`config.mk`:
```
export PLATFORM = sky130hd
export DESIGN_NAME = baud_gen_frac_flat
export DESIGN_NICKNAME = d
export VERILOG_FILES = /design/src/rtl/baud_pkg.sv /design/src/rtl/baud_gen_frac_if.sv /design/src/rtl/baud_frac_acc.sv /design/src/rtl/baud_gen_frac.sv /design/src/flat_wrapper.sv
export SDC_FILE = /design/constraint.sdc
export NUM_CORES = 1
export LEC_CHECK = 0
export ABC_AREA = 1
export BUFFER_PORTS_ARGS = -buffer_cell sky130_fd_sc_hd__buf_2
export CAP_MARGIN = 20
export CORE_ASPECT_RATIO = 1.25
export CORE_UTILIZATION = 47
export DETAILED_ROUTE_END_ITERATION = 6
export HOLD_SLACK_MARGIN = 0.1
export PLACE_DENSITY_LB_ADDON = 0.1
export SYNTH_ARGS = -nofsm -noshare
export SYNTH_HDL_FRONTEND = slang
export SYNTH_HIERARCHICAL = 1
export SYNTH_SLANG_ARGS = --single-unit
```
`constraint.sdc`:
```
create_clock -name clk_i -period 3 [get_ports clk_i]
set_input_delay 0.15 -clock clk_i [delete_from_list [all_inputs] [get_ports clk_i]]
set_output_delay 0.15 -clock clk_i [all_outputs]
set_load 0.01 [all_outputs]
```
`src/rtl/baud_pkg.sv`:
```
// rtl/baud_pkg.sv - shared defaults and helpers for the fractional baud generator
package baud_pkg;

    localparam int DIV_W_DEF  = 16;
    localparam int FRAC_W_DEF = 4;
    localparam int OSR_W_DEF  = 4;

    // Classic 16x oversampling (oversamples per bit minus 1).
    localparam logic [3:0] OSR_16X = 4'd15;

    // Oversample index of the mid-bit sample point.
    function automatic logic [15:0] half_idx(input logic [15:0] osr);
        return osr >> 1;
    endfunction

endpackage

```
`src/rtl/baud_gen_frac_if.sv`:
```
// rtl/baud_gen_frac_if.sv - control/config inputs and tick outputs of the baud generator
//   master: drives gen_en_i, restart_i, cfg_int_i, cfg_frac_i, cfg_osr_i
//   slave : drives os_tick_o, os_idx_o, bit_done_o, bit_half_done_o
interface baud_gen_frac_if
    import baud_pkg::*;
#(
    parameter int DIV_W  = DIV_W_DEF,
    parameter int FRAC_W = FRAC_W_DEF,
    parameter int OSR_W  = OSR_W_DEF
);
    logic              gen_en_i;
    logic              restart_i;
    logic [DIV_W-1:0]  cfg_int_i;
    logic [FRAC_W-1:0] cfg_frac_i;
    logic [OSR_W-1:0]  cfg_osr_i;
    logic              os_tick_o;
    logic [OSR_W-1:0]  os_idx_o;
    logic              bit_done_o;
    logic              bit_half_done_o;

    modport master (
        output gen_en_i, restart_i, cfg_int_i, cfg_frac_i, cfg_osr_i,
        input  os_tick_o, os_idx_o, bit_done_o, bit_half_done_o
    );

    modport slave (
        input  gen_en_i, restart_i, cfg_int_i, cfg_frac_i, cfg_osr_i,
        output os_tick_o, os_idx_o, bit_done_o, bit_half_done_o
    );
endinterface

```
`src/rtl/baud_frac_acc.sv`:
```
// rtl/baud_frac_acc.sv - fractional phase accumulator with registered carry
//   clk_i, rst_n_i : clock, synchronous active-low reset
//   clr_i          : clear accumulator and carry (start/restart/disable)
//   adv_i          : add frac_i once (end of an oversample period)
//   frac_i         : fractional increment, 1/2^FRAC_W units
//   carry_q        : overflow of the last add; lengthens the next period by one cycle
module baud_frac_acc
    import baud_pkg::*;
#(
    parameter int FRAC_W = FRAC_W_DEF
) (
    input  logic              clk_i,
    input  logic              rst_n_i,
    input  logic              clr_i,
    input  logic              adv_i,
    input  logic [FRAC_W-1:0] frac_i,
    output logic              carry_q
);
    logic [FRAC_W-1:0] acc_q;
    logic [FRAC_W:0]   sum;

    assign sum = {1'b0, acc_q} + {1'b0, frac_i};

    always_ff @(posedge clk_i) begin
        if (!rst_n_i || clr_i) begin
            acc_q   <= '0;
            carry_q <= 1'b0;
        end else if (adv_i) begin
            {carry_q, acc_q} <= sum;
        end
    end
endmodule

```
`src/rtl/baud_gen_frac.sv`:
```
// rtl/baud_gen_frac.sv - fractional baud-rate generator with per-bit strobes
//   clk_i, rst_n_i : clock, synchronous active-low reset
//   bus (slave)    : gen_en_i/restart_i control, cfg_int/frac/osr config,
//                    os_tick_o, os_idx_o, bit_done_o, bit_half_done_o
module baud_gen_frac
    import baud_pkg::*;
#(
    parameter int DIV_W  = DIV_W_DEF,
    parameter int FRAC_W = FRAC_W_DEF,
    parameter int OSR_W  = OSR_W_DEF
) (
    input  logic             clk_i,
    input  logic             rst_n_i,
    baud_gen_frac_if.slave   bus
);
    logic              run_q;
    // One bit wider than the divider: after a carry with sh_int at all-ones
    // the count must reach 2^DIV_W.
    logic [DIV_W:0]    cnt_q;
    logic [DIV_W-1:0]  sh_int_q;
    logic [FRAC_W-1:0] sh_frac_q;
    logic [OSR_W-1:0]  sh_osr_q;
    logic [OSR_W-1:0]  idx_q;
    logic              carry_q;

    logic              active;
    logic              load;
    logic              tick;
    logic              at_last;
    logic              at_half;
    logic [DIV_W:0]    end_v;
    logic [OSR_W-1:0]  half_v;

    // Outputs are masked in any disabled or realign cycle.
    assign active  = bus.gen_en_i & ~bus.restart_i;
    assign load    = bus.gen_en_i & (~run_q | bus.restart_i);
    assign end_v   = {1'b0, sh_int_q} + {{DIV_W{1'b0}}, carry_q};
    assign tick    = run_q & active & (cnt_q == end_v);
    assign half_v  = OSR_W'(half_idx(16'(sh_osr_q)));
    assign at_last = (idx_q == sh_osr_q);
    assign at_half = (idx_q == half_v);

    always_ff @(posedge clk_i) begin
        if (!rst_n_i || !bus.gen_en_i) begin
            run_q     <= 1'b0;
            cnt_q     <= '0;
            idx_q     <= '0;
            sh_int_q  <= '0;
            sh_frac_q <= '0;
            sh_osr_q  <= '0;
        end else if (load) begin
            run_q     <= 1'b1;
            cnt_q     <= '0;
            idx_q     <= '0;
            sh_int_q  <= bus.cfg_int_i;
            sh_frac_q <= bus.cfg_frac_i;
            sh_osr_q  <= bus.cfg_osr_i;
        end else if (run_q) begin
            if (tick) begin
                cnt_q <= '0;
                idx_q <= at_last ? '0 : idx_q + 1'b1;
            end else begin
                cnt_q <= cnt_q + 1'b1;
            end
        end
    end

    baud_frac_acc #(.FRAC_W(FRAC_W)) u_acc (
        .clk_i   (clk_i),
        .rst_n_i (rst_n_i),
        .clr_i   (load | ~bus.gen_en_i),
        .adv_i   (tick),
        .frac_i  (sh_frac_q),
        .carry_q (carry_q)
    );

    assign bus.os_tick_o       = tick;
    assign bus.bit_done_o      = tick & at_last;
    assign bus.bit_half_done_o = tick & at_half;
    assign bus.os_idx_o        = active ? idx_q : '0;
endmodule
```
`src/flat_wrapper.sv`:
```
// flat-port wrapper written by rule: the top's interface ports become plain ports
module baud_gen_frac_flat import baud_pkg::*;
#(
    parameter int DIV_W  = DIV_W_DEF,
    parameter int FRAC_W = FRAC_W_DEF,
    parameter int OSR_W  = OSR_W_DEF
)
  (clk_i, rst_n_i, bus_gen_en_i, bus_restart_i, bus_cfg_int_i, bus_cfg_frac_i, bus_cfg_osr_i, bus_os_tick_o, bus_os_idx_o, bus_bit_done_o, bus_bit_half_done_o);
  baud_gen_frac_if #(.DIV_W(DIV_W), .FRAC_W(FRAC_W), .OSR_W(OSR_W)) bus_i ();
  input  logic clk_i;
  input  logic rst_n_i;
  input wire logic [$bits(bus_i.gen_en_i)-1:0] bus_gen_en_i;
  input wire logic [$bits(bus_i.restart_i)-1:0] bus_restart_i;
  input wire logic [$bits(bus_i.cfg_int_i)-1:0] bus_cfg_int_i;
  input wire logic [$bits(bus_i.cfg_frac_i)-1:0] bus_cfg_frac_i;
  input wire logic [$bits(bus_i.cfg_osr_i)-1:0] bus_cfg_osr_i;
  output wire logic [$bits(bus_i.os_tick_o)-1:0] bus_os_tick_o;
  output wire logic [$bits(bus_i.os_idx_o)-1:0] bus_os_idx_o;
  output wire logic [$bits(bus_i.bit_done_o)-1:0] bus_bit_done_o;
  output wire logic [$bits(bus_i.bit_half_done_o)-1:0] bus_bit_half_done_o;
  assign bus_i.gen_en_i = bus_gen_en_i;
  assign bus_i.restart_i = bus_restart_i;
  assign bus_i.cfg_int_i = bus_cfg_int_i;
  assign bus_i.cfg_frac_i = bus_cfg_frac_i;
  assign bus_i.cfg_osr_i = bus_cfg_osr_i;
  assign bus_os_tick_o = bus_i.os_tick_o;
  assign bus_os_idx_o = bus_i.os_idx_o;
  assign bus_bit_done_o = bus_i.bit_done_o;
  assign bus_bit_half_done_o = bus_i.bit_half_done_o;
  baud_gen_frac #(.DIV_W(DIV_W), .FRAC_W(FRAC_W), .OSR_W(OSR_W)) u_core (.clk_i(clk_i), .rst_n_i(rst_n_i), .bus(bus_i));
endmodule
```
==> summary.txt <==
Detailed routing
  • Avg WL per Cell: 12.4 microns
  • Total number of vias: 3305
  • Drt total wl: 8160 microns
  • DRC Markers: 0
  • Post-DR vias/cell: 5.01
  • Final ANT Viol Nets: 0
  • Pre-antenna DRT Iters: 4
  • DRT iter0 DRCs: 109

Floorplanning
  • Core area: 0.00665 sq mm
  • DIE WIDTH: 76.6 microns
  • Initial Util: 0.492
  • # rows: 33
  • Num ports: 35
  • Die H: 95.2 microns
  • Die area: 0.00729 sq mm

Clock tree
  • Root Driver: clkbuf_8
  • Clock sinks: 51
  • CTS clk-pin slew, worst paths: 90 ps
  • Max Buffers Root-to-Sink: 2
  • CTS tree: yes
  • Number of buffers created by CTS: 5
  • Clock Latency Late Sink: 300 ps
  • H-tree depth: 2
  • Post-CTS Setup Inserts: 0

Timing
  • Worst slew margin: 0.596
  • Final Hold Fails: 0
  • Final Cycle Share: 0.898
  • Max-slew violations: 0
  • Final setup viols: 0
  • Fmax: 0.371 GHz
  • Hold_ws: 124 ps
  • Final setup skew: 6.40 ps
  • Period minus WS final: 2690 ps
  • RSZ-0062 raised after global routing: no
  • Setup TNS: 0 ps
  • Worst-Margin Slew: 606 ps

Global route
  • Gr usage total: 0.242
  • Largest net degree at the start of global routing: 36
  • Initial antenna violation count: 0
  • First-pass GRT wire length: 14000 microns
  • GRT overflow: 0
  • Number of global-route vias before repair: 3211

Placement
  • DP Wirelength: 6320 microns
  • Port-buffer cells: 34
  • GPL Wtd Cong: 0.908

Flow run
  • Maxcap violations: 0

Finish
  • Final net count: 609
  • Share of post-route cells with drive strength above 1: 0.119
  • Diode count: 0
  • Area delta synth->final: 14.9%

Synthesis
  • Mean post-synth cell area: 6.26 sq um
  • Seq/Total Area, Yosys: 0.312
  • Syn Nets: 559
  • Mapped Cells: 522
  • YS warnings: 6
  • Count of different cell masters after synthesis: 33
  • Synthesized area: 0.00327 sq mm
  • Number of synthesized register bits: 51

Critical path
  • Critical path fanouts, max: 5
  • Setup crit start kind: register
  • Crit path DAT: 2540 ps
  • CP Class: register to output port
  • Crit end category: output port
  • Req. time, crit path: 2850 ps

Power
  • Lkg Pwr: 1.70 nW
  • VDD IR max: 0.000209 V
  • Cell Pwr Density: 338 mW/mm^2

Worst hold path
  • HP Class: input port to register

Run status
  • Status: finished, final reports clean
[through the flow]
step | setup slack [ps] | cells | power, mW | utilization | area [sq um]
finish | 307 | 660 | 1.27 | 0.565 | 3750
global placement | 555 | 639 | 0.872 | 0.532 | 3540
CTS | 165 | 660 | 1.28 | 0.564 | 3750
detailed placement | 445 | 639 | 0.874 | 0.532 | 3540
floorplan | 614 | 522 | 0.826 | - | 3270
global route | 33.1 | 660 | 1.33 | 0.565 | 3750
[registers in the layout, indices dropped and copies added, names as in the netlist]
signal                flops
u_core/u_acc/acc_q        4
u_core/sh_osr_q           4
u_core/sh_frac_q          4
u_core/u_acc/carry_q      1
u_core/run_q              1
u_core/cnt_q             17
u_core/idx_q              4
u_core/sh_int_q          16
[Yosys cell counts, drive strengths merged]
cell    number  share of area
nand3b       3         0.0069
ha           8          0.031
a22o         1         0.0027
o31ai        1         0.0023
and3         1         0.0019
dfxtp       51           0.31
inv         70          0.080
nand4       10          0.019
nand3       41          0.066
nand2      134           0.16
clkbuf       7         0.0080
o21ai       39          0.061
nor2       102           0.13
nor3         7          0.011
o22ai        3         0.0057
nor4         1         0.0019
or2          1         0.0019
a221oi       1         0.0027
o21bai       1         0.0023
xor2        12          0.032
fa           1         0.0061
a21oi       20          0.031
buf          1         0.0046
and2         1         0.0019
xnor2        5          0.013
[logic make-up after synthesis]
group           Yosys count  synth area share
compound gates           66             0.107
fa+ha+maj                 9            0.0368
flops                    51             0.312
simple gates            301             0.405
xor+xnor                 17            0.0456
buf+inv                  78            0.0930
[routing by layer]
layer,vias to the layer above,part of all wire,GRT usage
li1,1757,-,-
met1,1467,0.47,0.288
met2,71,0.47,0.438
met3,10,0.045,0.0383
met4,0,0.020,0.0913
met5,-,0,0
[final cells by class]
class,instances,area [sq um]
Sequential cell,51,1020
Timing Repair Buffer,51,330
Tap cell,87,109
Inverter,70,263
Fill cell,693,2890
Clock inverter,2,12.5
Clock buffer,6,72.6
Multi-Input combinational cell,393,1950
[critical path: stages (launching register included)]
cell     delay, ps
dfxtp_1        340
ha_1           190
ha_1           190
nand3_1        160
nor2_1         290
nand4_1        120
nand3_1        140
and2_1         140
nand3_1        130
nor2_2         210
and3_1         180
buf_2          120
[layout by cell type (no fill, tap or decap), types with 2 or more instances in the layout]
master	n
buf_4	4
dfxtp_1	51
nor2_4	5
nor2_1	88
nand2_1	130
clkbuf_8	5
nand4_1	10
o21ai_1	3
xor2_1	12
nand3_2	2
dlygate4sd3_1	13
nand3b_1	3
nand3_1	39
buf_2	34
ha_1	8
nor2_2	9
a21oi_1	20
xnor2_1	5
nand2_4	2
o22ai_1	3
inv_1	69
nand2_2	2
o21ai_0	35
nor3_1	7
[path summary, 6_finish.rpt]
check	from	endpoint	slack [ps]	depth (start not counted)
setup / recovery	u_core/u_acc/carry_q$_SDFFE_PP0P_	bus_bit_half_done_o	310	11
hold / removal	bus_cfg_int_i[2]	u_core/sh_int_q[2]$_SDFFE_PP0P_	120	3
setup reg to reg	u_core/u_acc/carry_q$_SDFFE_PP0P_	u_core/u_acc/acc_q[2]$_SDFFE_PP0P_	540	13
hold reg to reg	u_core/u_acc/acc_q[0]$_SDFFE_PP0P_	u_core/u_acc/acc_q[0]$_SDFFE_PP0P_	480	2
[where the power goes]
group / switching (mW) / internal (mW) / total [mW]
combinational: 0.0906 / 0.0665 / 0.157
sequential: 0.0202 / 0.694 / 0.715
clock: 0.231 / 0.164 / 0.395
total: 0.342 / 0.925 / 1.27
[timing repair]
| action | CTS | global route |
|---|---|---|
| hold endpoints to repair | 13 | 0 |
| hold buffers | 13 | 0 |
| setup endpoints to repair | 0 | 1 |
| gates resized for setup | 0 | 1 |
Power figures use the tool's default switching activity.
